`config.mk`:
```
export PLATFORM = sky130hd
export DESIGN_NAME = sub64_seq
export DESIGN_NICKNAME = d
export VERILOG_FILES = /design/src/rtl/sub64_seq.sv
export SDC_FILE = /design/constraint.sdc
export NUM_CORES = 1
export LEC_CHECK = 0
export ABC_CLOCK_PERIOD_IN_PS = 3700
export CAP_MARGIN = 20
export CORE_ASPECT_RATIO = 1.4
export CORE_MARGIN = 2
export CORE_UTILIZATION = 47
export DETAILED_ROUTE_END_ITERATION = 10
export GPL_ROUTABILITY_DRIVEN = 0
export PLACE_DENSITY = 0.77
export SLEW_MARGIN = 20
export SYNTH_ARGS = -nofsm -noshare
export SYNTH_HDL_FRONTEND = slang
export SYNTH_SLANG_ARGS = --single-unit
```
`constraint.sdc`:
```
create_clock -name clk -period 3.7 [get_ports clk]
set_clock_uncertainty 0.2 [all_clocks]
set_input_delay 0.37 -clock clk [delete_from_list [all_inputs] [get_ports clk]]
set_output_delay 0.37 -clock clk [all_outputs]
set_load 0.005 [all_outputs]
```
`src/rtl/sub64_seq.sv`:
```
// ============================================================================
// Module   : sub64_seq
// Function : Sequential 64-bit signed subtractor, one 16-bit slice per cycle.
//            Optional zf/sf/of flags when the SUB64_FLAGS_EN macro is defined.
// Revision : 1.0
// ============================================================================
`default_nettype none

module sub64_seq (
  input  logic               clk,
  input  logic               rst,
  input  logic               start,
  input  logic signed [63:0] p,
  input  logic signed [63:0] q,
  output logic signed [63:0] r,
  output logic               carry,
  output logic               busy,
  output logic               done,
  output logic               zf,
  output logic               sf,
  output logic               of
);

  typedef enum logic [1:0] {
    IDLE = 2'd0,
    RUN  = 2'd1,
    DONE = 2'd2
  } state_t;

  state_t      state_q;
  logic [63:0] p_q;
  logic [63:0] q_q;
  logic [63:0] acc_q;
  logic [1:0]  cnt_q;
  logic        cin_q;

  logic [15:0] p_slice_d;
  logic [15:0] q_slice_d;
  logic [16:0] slice_sum_d;
  logic [63:0] res_d;
  logic        last_d;

  // Each new slice enters at the top of acc_q; after four shifts slice 0 sits in bits 15:0.
  always_comb begin
    p_slice_d   = p_q[{cnt_q, 4'b0000} +: 16];
    q_slice_d   = q_q[{cnt_q, 4'b0000} +: 16];
    slice_sum_d = {1'b0, p_slice_d} + {1'b0, ~q_slice_d} + {16'd0, cin_q};
    res_d       = {slice_sum_d[15:0], acc_q[63:16]};
    last_d      = (state_q == RUN) && (cnt_q == 2'd3);
  end

  always_ff @(posedge clk) begin
    if (rst) begin
      state_q <= IDLE;
      p_q     <= 64'd0;
      q_q     <= 64'd0;
      acc_q   <= 64'd0;
      cnt_q   <= 2'd0;
      cin_q   <= 1'b0;
      r       <= 64'sd0;
      carry   <= 1'b0;
      busy    <= 1'b0;
      done    <= 1'b0;
    end else begin
      done <= 1'b0;
      case (state_q)
        IDLE, DONE: begin
          if (start) begin
            p_q     <= p;
            q_q     <= q;
            acc_q   <= 64'd0;
            cnt_q   <= 2'd0;
            cin_q   <= 1'b1;
            busy    <= 1'b1;
            state_q <= RUN;
          end else begin
            state_q <= IDLE;
          end
        end
        RUN: begin
          acc_q <= res_d;
          cin_q <= slice_sum_d[16];
          cnt_q <= cnt_q + 2'd1;
          if (last_d) begin
            r       <= res_d;
            carry   <= slice_sum_d[16];
            busy    <= 1'b0;
            done    <= 1'b1;
            state_q <= DONE;
          end
        end
        default: begin
          busy    <= 1'b0;
          state_q <= IDLE;
        end
      endcase
    end
  end

`ifdef SUB64_FLAGS_EN
  always_ff @(posedge clk) begin
    if (rst) begin
      zf <= 1'b0;
      sf <= 1'b0;
      of <= 1'b0;
    end else if (last_d) begin
      zf <= (res_d == 64'd0);
      sf <= res_d[63];
      of <= (p_q[63] != q_q[63]) && (res_d[63] != p_q[63]);
    end
  end
`else
  assign zf = 1'b0;
  assign sf = 1'b0;
  assign of = 1'b0;
`endif

endmodule

`default_nettype wire

```
==> impl_results.html <==
<table>
<tr><th>Metric</th><th>Value</th></tr>
<tr><th colspan="2">Logic synthesis</th></tr>
<tr><td>Share of synthesized flip-flops with an asynchronous set or reset</td><td>0%</td></tr>
<tr><td>Synthesized instance count</td><td>1208</td></tr>
<tr><td>Synthesized-area fraction occupied by xor and xnor cells</td><td>0.952%</td></tr>
<tr><td>Post-Synthesis Cell Area</td><td>0.0101 mm^2</td></tr>
<tr><td>Combinational family with the most area after synthesis</td><td>simple AND/OR/NAND/NOR gates</td></tr>
<tr><td>Synth Area in Adders</td><td>2.37%</td></tr>
<tr><td>Syn Area/Cell</td><td>8.37 um^2</td></tr>
<tr><td>Number of distinct library cell variants in the gate-level netlist after synthesis</td><td>48</td></tr>
<tr><td>Primary flip-flop cell chosen by synthesis mapping</td><td>dfxtp_1</td></tr>
<tr><td>Number of register bits inferred by synthesis</td><td>248</td></tr>
<tr><td>Post-synthesis sequential area ratio</td><td>49.1%</td></tr>
<tr><td>Post-synthesis compound-gate area fraction</td><td>16.5%</td></tr>
<tr><td>Share of cell area taken by muxes after synthesis</td><td>7.32%</td></tr>
<tr><td>Number of enable-type register cells in the synthesized netlist</td><td>0</td></tr>
<tr><td>Simple-gate portion of the synthesized area</td><td>19.0%</td></tr>
<tr><td>Count of warnings emitted by yosys</td><td>0</td></tr>
<tr><th colspan="2">Final layout</th></tr>
<tr><td>Antenna fix cells</td><td>0</td></tr>
<tr><td>Leading cell type in the layout, fill and taps excluded</td><td>nand2_1</td></tr>
<tr><td>Share of final-layout standard cells stronger than drive strength 1</td><td>6.75%</td></tr>
<tr><td>Non-filler cells in the finished layout</td><td>1622</td></tr>
<tr><td>Most frequent cells in the layout</td><td>384 x nand2_1, 247 x dfxtp_1, 205 x a21oi_1</td></tr>
<tr><td>Number of nets in the finished design</td><td>1497</td></tr>
<tr><td>Fill count</td><td>1835</td></tr>
<tr><td>Final core utilization</td><td>61.1%</td></tr>
<tr><td>Layout-stage area growth over the synthesis result</td><td>27.6%</td></tr>
<tr><th colspan="2">Placed design</th></tr>
<tr><td>Placement Setup Slack</td><td>0.320 ns</td></tr>
<tr><td>Placed insts</td><td>1583</td></tr>
<tr><td>Sum of net half-perimeters after detailed placement</td><td>19700 um</td></tr>
<tr><td># port buffers</td><td>197</td></tr>
<tr><th colspan="2">Floorplan</th></tr>
<tr><td>Effective utilization at floorplan</td><td>47.9%</td></tr>
<tr><td>Vertical extent of the die</td><td>178 um</td></tr>
<tr><td>Full die area</td><td>0.0227 mm^2</td></tr>
<tr><td>Count of boundary I/O pins</td><td>201</td></tr>
<tr><td>Die outline width</td><td>128 um</td></tr>
<tr><td>Core area</td><td>0.0211 mm^2</td></tr>
<tr><td>Std cell rows</td><td>63</td></tr>
<tr><th colspan="2">Global routing</th></tr>
<tr><td>Global-route usage over all layers</td><td>24.3%</td></tr>
<tr><td>Antenna violations before repair</td><td>0</td></tr>
<tr><td>Wire length of the first global-routing pass</td><td>43600 um</td></tr>
<tr><td>Vias in the first global route</td><td>8488</td></tr>
<tr><td>Pin count of the biggest net entering global routing</td><td>132</td></tr>
<tr><td>Total congestion overflow</td><td>0</td></tr>
<tr><th colspan="2">Power</th></tr>
<tr><td>Leakage power figure</td><td>4.63 nW</td></tr>
<tr><td>Net switching power</td><td>1.59 mW</td></tr>
<tr><td>Clock share of power</td><td>36.3%</td></tr>
<tr><td>Pwr per Cell Area</td><td>469 mW/mm^2</td></tr>
<tr><td>Cell-internal power</td><td>4.47 mW</td></tr>
<tr><td>Maximum VDD drop</td><td>301 uV</td></tr>
<tr><td>Final Power</td><td>6.05 mW</td></tr>
<tr><td>Switch share</td><td>26.2%</td></tr>
<tr><td>Proportion of power drawn by combinational gates</td><td>16.1%</td></tr>
<tr><td>Portion of total power attributed to sequential cells</td><td>47.6%</td></tr>
<tr><th colspan="2">Clock tree</th></tr>
<tr><td>Post-CTS Setup Repair Bufs</td><td>0</td></tr>
<tr><td>Cts repair resizes</td><td>0</td></tr>
<tr><td>Clock tree from TritonCTS</td><td>done</td></tr>
<tr><td>Clock Path Buffers</td><td>3</td></tr>
<tr><td>Number of sinks handled by clock tree synthesis</td><td>248</td></tr>
<tr><td>Root Buffer</td><td>clkbuf_16</td></tr>
<tr><td>Cts-stage hold buffer count</td><td>0</td></tr>
<tr><td>Number of buffers inserted during clock tree synthesis</td><td>23</td></tr>
<tr><td>CTS H-tree depth</td><td>1</td></tr>
<tr><td>Clock-pin slew on the worst setup and hold paths</td><td>0.06 ns</td></tr>
<tr><td>Clock latency on the worst-skew pair</td><td>0.51 ns</td></tr>
<tr><th colspan="2">Setup path</th></tr>
<tr><td>CP Data Arrival Time</td><td>3.56 ns</td></tr>
<tr><td>Element type at the critical path start</td><td>flip-flop</td></tr>
<tr><td>CP endpoint kind</td><td>flip-flop</td></tr>
<tr><td>CP Class</td><td>flip-flop to flip-flop</td></tr>
<tr><td>Worst Path Required</td><td>3.89 ns</td></tr>
<tr><td>R2R Setup Slk</td><td>0.32 ns</td></tr>
<tr><td>CP max FO</td><td>13</td></tr>
<tr><th colspan="2">STA</th></tr>
<tr><td>Final number of max-transition violations</td><td>0</td></tr>
<tr><td>Unrepaired setup endpoints after global routing</td><td>false</td></tr>
<tr><td>Setup tns final</td><td>0 ns</td></tr>
<tr><td>Max Fclk</td><td>296 MHz</td></tr>
<tr><td>Tightest slew margin relative to the limit</td><td>31.6%</td></tr>
<tr><td>Worst Slack Setup Final</td><td>0.323 ns</td></tr>
<tr><td>Hold Fails Final Rpt</td><td>0</td></tr>
<tr><td>Measured slew at the worst slew-check pin</td><td>1.02 ns</td></tr>
<tr><td>Final worst path period need</td><td>3.38 ns</td></tr>
<tr><td>Ratio of final minimum period to clock period</td><td>91.3%</td></tr>
<tr><td>Number of endpoints failing setup at the final stage</td><td>0</td></tr>
<tr><th colspan="2">Route</th></tr>
<tr><td>Iteration count of the initial detailed-routing pass</td><td>7</td></tr>
<tr><td>Vias</td><td>8806</td></tr>
<tr><td>Detailed-route DRC error count</td><td>0</td></tr>
<tr><td>Routed len/inst</td><td>16.9 um</td></tr>
<tr><td>ANT nets after route</td><td>0</td></tr>
<tr><td>Violation count after the first detailed-routing iteration</td><td>665</td></tr>
<tr><td>Post-detailed-routing wire length</td><td>27500 um</td></tr>
<tr><td>Via density per instance</td><td>5.43</td></tr>
<tr><th colspan="2">Min path</th></tr>
<tr><td>Worst min-delay path category</td><td>input pin to flip-flop</td></tr>
<tr><th colspan="2">Job</th></tr>
<tr><td>MaxCap Viol Count</td><td>0</td></tr>
<tr><th colspan="2">Run status</th></tr>
<tr><td>Run status</td><td>completed</td></tr>
</table>
-- flip-flops by register name, indices dropped and copies added (netlist names) --
name	count
done	1
r	64
q_q	64
carry	1
cnt_q	2
p_q	64
busy	1
acc_q	48
cin_q	1
state_q	2
-- metrics by stage --
stage,cell area [um^2],hold WS (ns)
3_3_place_gp,12200,0.239
2_1_floorplan,10100,0.232
3_5_place_dp,12200,0.244
6_report,12900,0.105
4_1_cts,12900,0.117
5_1_grt,12900,0.149
-- synthesized netlist by cell type, types with 4 or more instances --
cell | n | area share [%]
a22oi_1 | 40 | 3.0
clkbuf_1 | 74 | 2.7
buf_1 | 14 | 0.52
or3_1 | 4 | 0.25
a21oi_1 | 205 | 10
o311ai_1 | 4 | 0.35
inv_1 | 21 | 0.78
ha_1 | 16 | 2.0
nor4_1 | 4 | 0.25
nand3_1 | 8 | 0.40
o31ai_1 | 4 | 0.30
nand2_1 | 385 | 14
nand4_1 | 6 | 0.37
nand2b_1 | 4 | 0.25
nor2b_1 | 4 | 0.25
mux4_2 | 32 | 7.1
buf_2 | 8 | 0.40
dfxtp_1 | 248 | 49
o21ai_0 | 7 | 0.35
xnor2_1 | 9 | 0.78
nor2_1 | 62 | 2.3
nor3_1 | 6 | 0.30
-- layer usage --
| metal | part of all wire, % | wire length [um] | vias up | track usage (%) |
|---|---|---|---|---|
| met1 | 38 | 10500 | 4081 | 28.9 |
| li1 | - | - | 4365 | - |
| met2 | 53 | 14500 | 300 | 44.1 |
| met5 | 0 | 0 | - | 0 |
| met4 | 4.1 | 1140 | 0 | 10.2 |
| met3 | 5.0 | 1360 | 60 | 2.71 |
-- path summary, 6_finish.rpt --
kind,start,end,cells past startpoint
max reg2reg,cnt_q[0]$_SDFFE_PP0P_,acc_q[60]$_SDFFE_PP0P_,9
max,cnt_q[0]$_SDFFE_PP0P_,acc_q[60]$_SDFFE_PP0P_,9
min,rst,acc_q[52]$_SDFFE_PP0P_,2
min reg2reg,p_q[39]$_SDFFE_PP0P_,p_q[39]$_SDFFE_PP0P_,2
-- final cells by class --
type	count	area [um^2]	share of cell area, %
sequential	248	4970	38.5
multi-input combinational	842	4720	36.5
timing repair buffer	212	2120	16.5
clock buffer	35	671	5.20
tap	260	325	2.52
inverter	21	78.8	0.611
clock inverter	4	23.8	0.184
-- cells by family (layout without fill, tap and decap cells) --
group                      count (synthesis)  count (layout)
adders and majority gates                 18              18
AOI/OAI and AO/OA                        287             287
buffers and inverters                    120             272
DFF                                      248             248
and+or+nand+nor                          489             489
xor gates and xnor gates                  11              11
other                                      1               3
muxes                                     34              34
-- worst max-delay path, cell delays in order, from the launching register on --
cell and delay (ns):
dfxtp_2 0.35, buf_4 0.26, mux4_2 0.58, fa_1 0.48
a21o_1 0.19, a311o_2 0.44, a31oi_4 0.21, o21a_4 0.17
nor4_1 0.05, a311o_1 0.34
-- power groups by stage --
stage	logic (mW)	clock network [mW]	registers, mW
finish	0.972	2.20	2.88
CTS	0.965	2.23	2.88
detailed placement	0.961	0	2.94
global route	1.07	2.34	2.89
global placement	0.943	0	2.93
floorplan	0.645	0	2.89
Power figures use the tool's default switching activity.
